--- src/rtl/rvco_freq_counter.sv ---
// Ring-oscillator frequency counter: resets the oscillator, lets it settle,
// counts synchronized rising edges over a 2^(8+gate_sel) cycle gate, and latches the count.
module rvco_freq_counter #(
  parameter int CNT_W      = 24,
  parameter int SETTLE_CYC = 16
) (
  input  logic       clk,
  input  logic       rst_n,
  input  logic       ena,
  input  logic       osc_in,
  input  logic       start,
  input  logic [2:0] gate_sel,
  input  logic [1:0] byte_sel,
  output logic       osc_rst,
  output logic       busy,
  output logic       done,
  output logic [7:0] rd_byte
);

  typedef enum logic [2:0] {IDLE, RESET_OSC, SETTLE, GATE, LATCH} state_t;

  // Wide enough for the longest gate (32768-1) and SETTLE_CYC up to 65536.
  localparam int TMR_W = 16;
  localparam logic [CNT_W-1:0] CNT_MAX = '1;

  state_t           state;
  logic [TMR_W-1:0] tmr;
  logic [CNT_W-1:0] cnt;
  logic             cnt_ovf;
  logic [23:0]      result;
  logic             ovf;
  logic             valid;
  logic [2:0]       gs_cap;
  logic             s1, s2, s3;
  logic             edge_p;

  assign edge_p = s2 & ~s3;

  always_ff @(posedge clk or negedge rst_n) begin
    if (!rst_n) begin
      state   <= IDLE;
      tmr     <= '0;
      cnt     <= '0;
      cnt_ovf <= 1'b0;
      result  <= '0;
      ovf     <= 1'b0;
      valid   <= 1'b0;
      gs_cap  <= '0;
      s1      <= 1'b0;
      s2      <= 1'b0;
      s3      <= 1'b0;
      osc_rst <= 1'b0;
      busy    <= 1'b0;
      done    <= 1'b0;
    end else begin
      s1   <= osc_in;
      s2   <= s1;
      s3   <= s2;
      done <= 1'b0;
      if (!ena && state != IDLE) begin
        state   <= IDLE;
        busy    <= 1'b0;
        osc_rst <= 1'b0;
      end else begin
        case (state)
          IDLE: begin
            if (start && ena) begin
              state   <= RESET_OSC;
              gs_cap  <= gate_sel;
              tmr     <= TMR_W'(3);
              busy    <= 1'b1;
              osc_rst <= 1'b1;
            end
          end
          RESET_OSC: begin
            if (tmr == '0) begin
              state   <= SETTLE;
              tmr     <= TMR_W'(SETTLE_CYC - 1);
              osc_rst <= 1'b0;
            end else begin
              tmr <= tmr - TMR_W'(1);
            end
          end
          SETTLE: begin
            if (tmr == '0) begin
              state   <= GATE;
              tmr     <= (TMR_W'(256) << gs_cap) - TMR_W'(1);
              cnt     <= '0;
              cnt_ovf <= 1'b0;
            end else begin
              tmr <= tmr - TMR_W'(1);
            end
          end
          GATE: begin
            if (edge_p) begin
              if (cnt == CNT_MAX) cnt_ovf <= 1'b1;
              else                cnt     <= cnt + CNT_W'(1);
            end
            if (tmr == '0) state <= LATCH;
            else           tmr   <= tmr - TMR_W'(1);
          end
          LATCH: begin
            result <= 24'(cnt);
            ovf    <= cnt_ovf;
            valid  <= 1'b1;
            done   <= 1'b1;
            // A held start chains straight into the next oscillator reset.
            if (start) begin
              state   <= RESET_OSC;
              gs_cap  <= gate_sel;
              tmr     <= TMR_W'(3);
              osc_rst <= 1'b1;
            end else begin
              state <= IDLE;
              busy  <= 1'b0;
            end
          end
          default: begin
            state   <= IDLE;
            busy    <= 1'b0;
            osc_rst <= 1'b0;
          end
        endcase
      end
    end
  end

  always_comb begin
    rd_byte = '0;
    case (byte_sel)
      2'd0:    rd_byte = result[7:0];
      2'd1:    rd_byte = result[15:8];
      2'd2:    rd_byte = result[23:16];
      default: rd_byte = {busy, valid, ovf, 2'b00, gs_cap};
    endcase
  end

endmodule

--- config.mk ---
export PLATFORM = sky130hd
export DESIGN_NAME = rvco_freq_counter
export DESIGN_NICKNAME = d
export VERILOG_FILES = /design/src/rtl/rvco_freq_counter.sv
export SDC_FILE = /design/constraint.sdc
export NUM_CORES = 1
export LEC_CHECK = 0
export BUFFER_PORTS_ARGS = -buffer_cell sky130_fd_sc_hd__buf_2
export CORE_ASPECT_RATIO = 1.1
export CORE_UTILIZATION = 50
export DETAILED_ROUTE_END_ITERATION = 10
export PLACE_DENSITY = 0.67
export SLEW_MARGIN = 10
export SYNTH_ARGS = -nofsm -noshare
export SYNTH_HDL_FRONTEND = slang
export SYNTH_SLANG_ARGS = --single-unit
--- constraint.sdc ---
create_clock -name clk -period 2.8 [get_ports clk]
set_clock_uncertainty 0.1 [all_clocks]
set_input_delay 0.42 -clock clk [delete_from_list [all_inputs] [get_ports clk]]
set_output_delay 0.42 -clock clk [all_outputs]
set_load 0.01 [all_outputs]
==> impl_metrics.env, run 1 <==
export IMPL_outcome="finished with violations"
export IMPL_violated_checks="hold timing"
export IMPL_design_die_area_um2=8912
export IMPL_syn2layout_area_growth_pct=11.52
export IMPL_vias_in_the_first_global_route=3693
export IMPL_timing_final_setup_violations=0
export IMPL_routed_wire_length_per_instance_um=19.68
export IMPL_ys_dominant_reg_cell="sky130_fd_sc_hd__dfrtp_1"
export IMPL_crit_path_cell_count=5
export IMPL_num_antenna_cells=0
export IMPL_starting_utilization_of_the_core_area_pct=52.82
export IMPL_grt_pass1_wl_mm=18.79
export IMPL_final_period_utilization_pct=90.62
export IMPL_cts_root_buf="sky130_fd_sc_hd__clkbuf_8"
export IMPL_groute_usage_overall_pct=27.27
export IMPL_dp_final_hpwl_mm=8.108
export IMPL_worstSetupPathType="flop to flop"
export IMPL_crit_path_largest_cell_delay_ns=0.69
export IMPL_final_util_pct=58.90
export IMPL_grt_max_degree=52
export IMPL_drv_cap=0
export IMPL_ant_nets=0
export IMPL_maxSlewViolCount=0
export IMPL_relSlewSlack_pct=54.70
export IMPL_drt_drc_violations_left=0
export IMPL_place_congestion=0.9866
export IMPL_final_nets=474
export IMPL_register_area_share_after_synthesis_pct=46.31
export IMPL_drt_vias_per_instance=6.460
export IMPL_grt_antenna_before_repair=0
export IMPL_design_core_area_um2=8083
export IMPL_startpoint_type="flop"
export IMPL_layout_cells_non_filler=574
export IMPL_detailedRoute_firstIterationViolations=196
export IMPL_critical_path_peak_fanout=7
export IMPL_ys_async_sr_fraction_pct=100.0
export IMPL_insertion_delay_ns=0.37
export IMPL_fin_crit_ns=2.537
export IMPL_worst_path_buf_inv=0
export IMPL_share_of_post_route_cells_with_drive_strength_above_1_pct=22.10
export IMPL_warning_count_from_the_yosys_run=0
export IMPL_pin_slew_with_the_least_headroom_to_its_limit_ns=0.6795
export IMPL_min_path_type="primary input to asynchronous set/reset pin"
export IMPL_worstPathRequired_ns=2.95
export IMPL_timing_fmax_mhz=394.1
export IMPL_clkSinkCount=79
export IMPL_cp_top_family="compound AO/OA/AOI/OAI gates"
export IMPL_die_width_um=90.10
export IMPL_first_pass_iters=4
export IMPL_tritoncts="built"
export IMPL_power_density_nw_per_um2=675.9
export IMPL_final_design_area_no_fill_um2=4761
export IMPL_syn_nets=453
export IMPL_rsz0062_at_grt="false"
export IMPL_post_cts_hold_buffer_count=0
export IMPL_ioPinCount=21
export IMPL_synth_ff_latch_count=79
export IMPL_syn_area_per_cell_um2=9.702
export IMPL_syn_instance_count=440
export IMPL_worst_voltage_drop_across_the_vdd_grid_uv=376.7
export IMPL_placement_cell_area_um2=4552
export IMPL_grt_ovfl_total=0
export IMPL_yosys_cell_types_count=58
export IMPL_fin_worst_hold_slack_ns=-0.02250
export IMPL_crit_chain="or4_1, o41ai_1, nor2_1, a31oi_1, o21ai_0"
export IMPL_cpMaxStageDelayCell="sky130_fd_sc_hd__o41ai_1"
export IMPL_placement_rows=34
export IMPL_worstPathArrival_ns=2.69
export IMPL_timing_reg2reg_worst_path_depth=5
export IMPL_end_kind="flop"
export IMPL_die_h_um=98.91
export IMPL_setup_total_negative_slack_ns=0
export IMPL_ctsHtreeMaxLevel=3
export IMPL_clk_pin_slew_worst_paths_ns=0.09
export IMPL_power_leakage_nw=2.096
export IMPL_post_cts_setup_buffers=0
export IMPL_mappedNetlistArea_um2=4269
export IMPL_cts_resized_gates=0
export IMPL_cts_path_max_buffers=2
export IMPL_drt_wl_total_mm=11.30
export IMPL_synth_edff_count=0
export IMPL_cts_buffers_inserted=9
export IMPL_dp_cells=558
export IMPL_number_of_vias_after_detailed_routing=3708
export IMPL_final_hold_viol_count=20
export IMPL_place_port_buffers=20
registers in the layout, summed over array words and instances (netlist names), 3 cells and up:
name	count
cnt	24
result	24
tmr	16
gs_cap	3
state	3
path summary, 6_finish.rpt:
check	from	endpoint	slack, ns
max	tmr[4]$_DFFE_PN0P_	tmr[7]$_DFFE_PN0P_	0.26
min	rst_n	cnt[12]$_DFFE_PN0P_	-0.02
max reg2reg	tmr[4]$_DFFE_PN0P_	tmr[7]$_DFFE_PN0P_	0.26
min reg2reg	s1$_DFF_PN0_	s2$_DFF_PN0_	0.25
max in group asynchronous	rst_n	result[17]$_DFFE_PN0P_	2.03
min in group clk	osc_in	s1$_DFF_PN0_	0.06
report_power, final:
group	internal, mW	leakage (nW)	switching [mW]
sequential	1.25	1.06	0.160
clock	0.430	0.100	0.480
combinational	0.364	0.934	0.532
layer usage:
layer  routed length [um]  track usage (%)  share of wire (%)  vias up
met5                    0                0                  0        -
met4                  483            15.76                4.3        0
met3                  394            4.012                3.5       35
met2                 5960            49.15                 53      110
met1                 4459            30.81                 39     1855
li1                     -                -                  -     1708
cell usage in the layout, fill, tap and decap left out, types with 3 or more instances in the layout:
cell type,count
sky130_fd_sc_hd__o31ai_1,7
sky130_fd_sc_hd__nand3_1,16
sky130_fd_sc_hd__nand2_1,36
sky130_fd_sc_hd__nand3b_1,4
sky130_fd_sc_hd__or4_1,5
sky130_fd_sc_hd__a22oi_1,3
sky130_fd_sc_hd__mux2_2,28
sky130_fd_sc_hd__mux2i_1,3
sky130_fd_sc_hd__ha_1,3
sky130_fd_sc_hd__o21ai_0,32
sky130_fd_sc_hd__or3_1,4
sky130_fd_sc_hd__nor3_1,19
sky130_fd_sc_hd__nor4_1,10
sky130_fd_sc_hd__a21oi_1,18
sky130_fd_sc_hd__dfrtp_1,79
sky130_fd_sc_hd__a41oi_1,5
sky130_fd_sc_hd__a31oi_1,26
sky130_fd_sc_hd__nor2_1,25
sky130_fd_sc_hd__nand2b_1,5
sky130_fd_sc_hd__buf_2,19
sky130_fd_sc_hd__or2_2,6
sky130_fd_sc_hd__nand4_1,11
sky130_fd_sc_hd__o21a_1,3
sky130_fd_sc_hd__inv_1,9
sky130_fd_sc_hd__and3_1,6
sky130_fd_sc_hd__mux4_2,6
sky130_fd_sc_hd__buf_4,21
sky130_fd_sc_hd__clkbuf_8,9
through the flow:
step                      setup WS (ns)  total power [mW]
after floorplan                  0.5644             2.027
after detailed placement         0.2910             2.317
after global placement           0.2636             2.320
final                            0.2626             3.218
after CTS                        0.2874             3.224
after global routing            0.05234             3.399
synthesized netlist by cell type, types with 9 or more instances:
cell                        n  area [um2]
sky130_fd_sc_hd__nor2_1    25       93.84
sky130_fd_sc_hd__nand2_1   36       135.1
sky130_fd_sc_hd__mux2_2    28       315.3
sky130_fd_sc_hd__nand4_1   11       68.82
sky130_fd_sc_hd__dfrtp_1   79        1977
sky130_fd_sc_hd__inv_1      9       33.78
sky130_fd_sc_hd__nor3_1    19       95.09
sky130_fd_sc_hd__clkbuf_1  22       82.58
sky130_fd_sc_hd__a21oi_1   18       90.09
sky130_fd_sc_hd__nor4_1    10       62.56
sky130_fd_sc_hd__o21ai_0   32       160.2
sky130_fd_sc_hd__a31oi_1   26       162.7
sky130_fd_sc_hd__nand3_1   16       80.08
cell type report:
cell class | instances | area (um2)
Clock buffer | 9 | 123.9
Clock inverter | 7 | 85.08
Fill cell | 740 | 3322
Inverter | 9 | 33.78
Multi-Input combinational cell | 321 | 2133
Sequential cell | 79 | 1977
Tap cell | 108 | 135.1
Timing Repair Buffer | 41 | 272.8
kinds of logic (layout without fill, tap and decap cells):
kind of cell / count (synthesis) / count (layout) / share of synthesized area, %
compound gates: 117 / 117 / 17.29
simple gates: 160 / 160 / 19.70
fa+ha+maj: 4 / 4 / 1.114
buf+inv: 40 / 66 / 3.722
mux: 37 / 37 / 11.25
flops: 79 / 79 / 46.31
xor+xnor: 3 / 3 / 0.6156
Note: power is estimated with default switching activity, not from simulation.
==> run 2, diff against run 1 <==
--- a/constraint.sdc
+++ b/constraint.sdc
@@ -4,2 +4,2 @@
 set_output_delay 0.42 -clock clk [all_outputs]
-set_load 0.01 [all_outputs]
+set_load 0.1 [all_outputs]
==> impl_metrics.env, run 2 (synthesized netlist as in run 1, its figures left out) <==
export IMPL_grt_max_degree=43
export IMPL_final_design_area_no_fill_um2=4770
export IMPL_setup_total_negative_slack_ns=0
export IMPL_final_hold_viol_count=0
export IMPL_grt_pass1_wl_mm=18.55
export IMPL_cts_buffers_inserted=9
export IMPL_startpoint_of_the_worst_setup_timing_path="tmr[0]$_DFFE_PN0P_"
export IMPL_worst_voltage_drop_across_the_vdd_grid_uv=366.6
export IMPL_number_of_vias_after_detailed_routing=3732
export IMPL_worstReg2RegEnd="tmr[7]$_DFFE_PN0P_"
export IMPL_syn2layout_area_growth_pct=11.72
export IMPL_die_width_um=90.10
export IMPL_power_leakage_nw=2.104
export IMPL_mostFrequentLayoutCell="sky130_fd_sc_hd__dfrtp_1"
export IMPL_routed_wire_length_per_instance_um=19.23
export IMPL_tritoncts="built"
export IMPL_timing_fmax_mhz=407.9
export IMPL_cts_path_max_buffers=2
export IMPL_starting_utilization_of_the_core_area_pct=52.82
export IMPL_num_antenna_cells=0
export IMPL_first_pass_iters=5
export IMPL_final_period_utilization_pct=87.56
export IMPL_grt_ovfl_total=0
export IMPL_relSlewSlack_pct=61.96
export IMPL_startpoint_type="flop"
export IMPL_groute_usage_overall_pct=26.72
export IMPL_placement_rows=34
export IMPL_vias_in_the_first_global_route=3656
export IMPL_grt_antenna_before_repair=0
export IMPL_clkSinkCount=79
export IMPL_final_power_mw=3.292
export IMPL_drt_wl_total_mm=11.07
export IMPL_pin_slew_with_the_least_headroom_to_its_limit_ns=0.5654
export IMPL_final_cell_mix="79 x sky130_fd_sc_hd__dfrtp_1, 36 x sky130_fd_sc_hd__nand2_1, 30 x sky130_fd_sc_hd__o21ai_0"
export IMPL_drt_drc_violations_left=0
export IMPL_worst_r2r_setup_slack_ns=0.35
export IMPL_ioPinCount=21
export IMPL_critical_path_peak_fanout=5
export IMPL_layout_top_registers="cnt x24, result x24, tmr x16"
export IMPL_place_port_buffers=20
export IMPL_final_nets=476
export IMPL_detailedRoute_firstIterationViolations=237
export IMPL_clk_pin_slew_worst_paths_ns=0.09
export IMPL_drt_vias_per_instance=6.479
export IMPL_worstPathRequired_ns=2.94
export IMPL_layout_cells_non_filler=576
export IMPL_ctsHtreeMaxLevel=3
export IMPL_cts_root_buf="sky130_fd_sc_hd__clkbuf_8"
export IMPL_outcome="complete, no violations"
export IMPL_end_kind="flop"
export IMPL_die_h_um=98.91
export IMPL_worstSetupPathType="flop to flop"
export IMPL_fin_crit_ns=2.452
export IMPL_place_congestion=0.9039
export IMPL_drv_cap=0
export IMPL_maxSlewViolCount=0
export IMPL_design_core_area_um2=8083
export IMPL_worstPathArrival_ns=2.59
export IMPL_insertion_delay_ns=0.36
export IMPL_rsz0062_at_grt="false"
export IMPL_dp_final_hpwl_mm=8.127
export IMPL_timing_reg2reg_worst_path_depth=7
export IMPL_placement_cell_area_um2=4554
export IMPL_dp_cells=559
export IMPL_ant_nets=0
export IMPL_timing_final_setup_violations=0
export IMPL_rr_startpoint="tmr[0]$_DFFE_PN0P_"
export IMPL_design_die_area_um2=8912
export IMPL_worst_setup_path_endpoint="tmr[7]$_DFFE_PN0P_"
export IMPL_min_path_type="primary input to flop"
export IMPL_share_of_post_route_cells_with_drive_strength_above_1_pct=22.65
export IMPL_power_density_nw_per_um2=690.3
[run 2: cell count changes in the layout (fill, tap and decap cells not counted), sizes merged]
cell,change
clkinv,+3
inv,-2
buf,+1
clkinvlp,-1
dlygate4sd3,+1
[run 2: cell type report]
class                      instances  area (um2)
inverter                           9       33.78
multi-input combinational        321        2141
clock inverter                     7       81.33
fill                             711        3313
clock buffer                       9       123.9
tap                              108       135.1
timing repair buffer              43       277.8
sequential                        79        1977
[run 2: routing by layer]
metal | GRT usage (%) | vias up | part of all wire [%]
li1 | - | 1715 | -
met1 | 31.77 | 1848 | 40
met2 | 45.45 | 132 | 51
met3 | 4.707 | 37 | 4.0
met4 | 16.00 | 0 | 4.6
met5 | 0 | - | 0
[run 2: repair_timing]
action,in CTS,in global routing
hold buffers,1,0
resized for setup,0,0
hold endpoints to repair,40,0
buffers inserted,0,0
[run 2: how the worst min path moves through the flow]
| stage | start | to | slack (ns) | cells past startpoint |
|---|---|---|---|---|
| finish | osc_in | s1$_DFF_PN0_ | 0.07 | 1 |
| global placement | s1$_DFF_PN0_ | s2$_DFF_PN0_ | 0.23 | 0 |
| floorplan | rst_n | busy$_DFFE_PN0P_ | 0.02 | 0 |
| detailed placement | s1$_DFF_PN0_ | s2$_DFF_PN0_ | 0.24 | 0 |
| global route | osc_in | s1$_DFF_PN0_ | 0.07 | 1 |
| CTS | osc_in | s1$_DFF_PN0_ | 0.05 | 1 |
[run 2: through the flow]
stage	setup slack, ns	util (%)	hold slack, ns
finish	0.3483	59.01	0.07372
global route	0.1039	59.01	0.06570
CTS	0.3386	59.01	0.05446
detailed placement	0.3562	56.35	0.2387
global placement	0.4377	56.35	0.2337
floorplan	0.4432	-	0.02441
[run 2: worst max-delay path, cell delays in order (launching register included)]
cell                      delay (ns)
sky130_fd_sc_hd__dfrtp_1        0.41
sky130_fd_sc_hd__inv_1          0.10
sky130_fd_sc_hd__ha_1           0.18
sky130_fd_sc_hd__or4b_2         0.59
sky130_fd_sc_hd__o41ai_1        0.48
sky130_fd_sc_hd__nor2_1         0.18
sky130_fd_sc_hd__a31oi_1        0.21
sky130_fd_sc_hd__o21ai_0        0.08
[run 2: power breakdown]
part / switching [mW] / internal, mW
combinational: 0.651 / 0.356
clock: 0.454 / 0.423
sequential: 0.158 / 1.25
total: 1.26 / 2.03
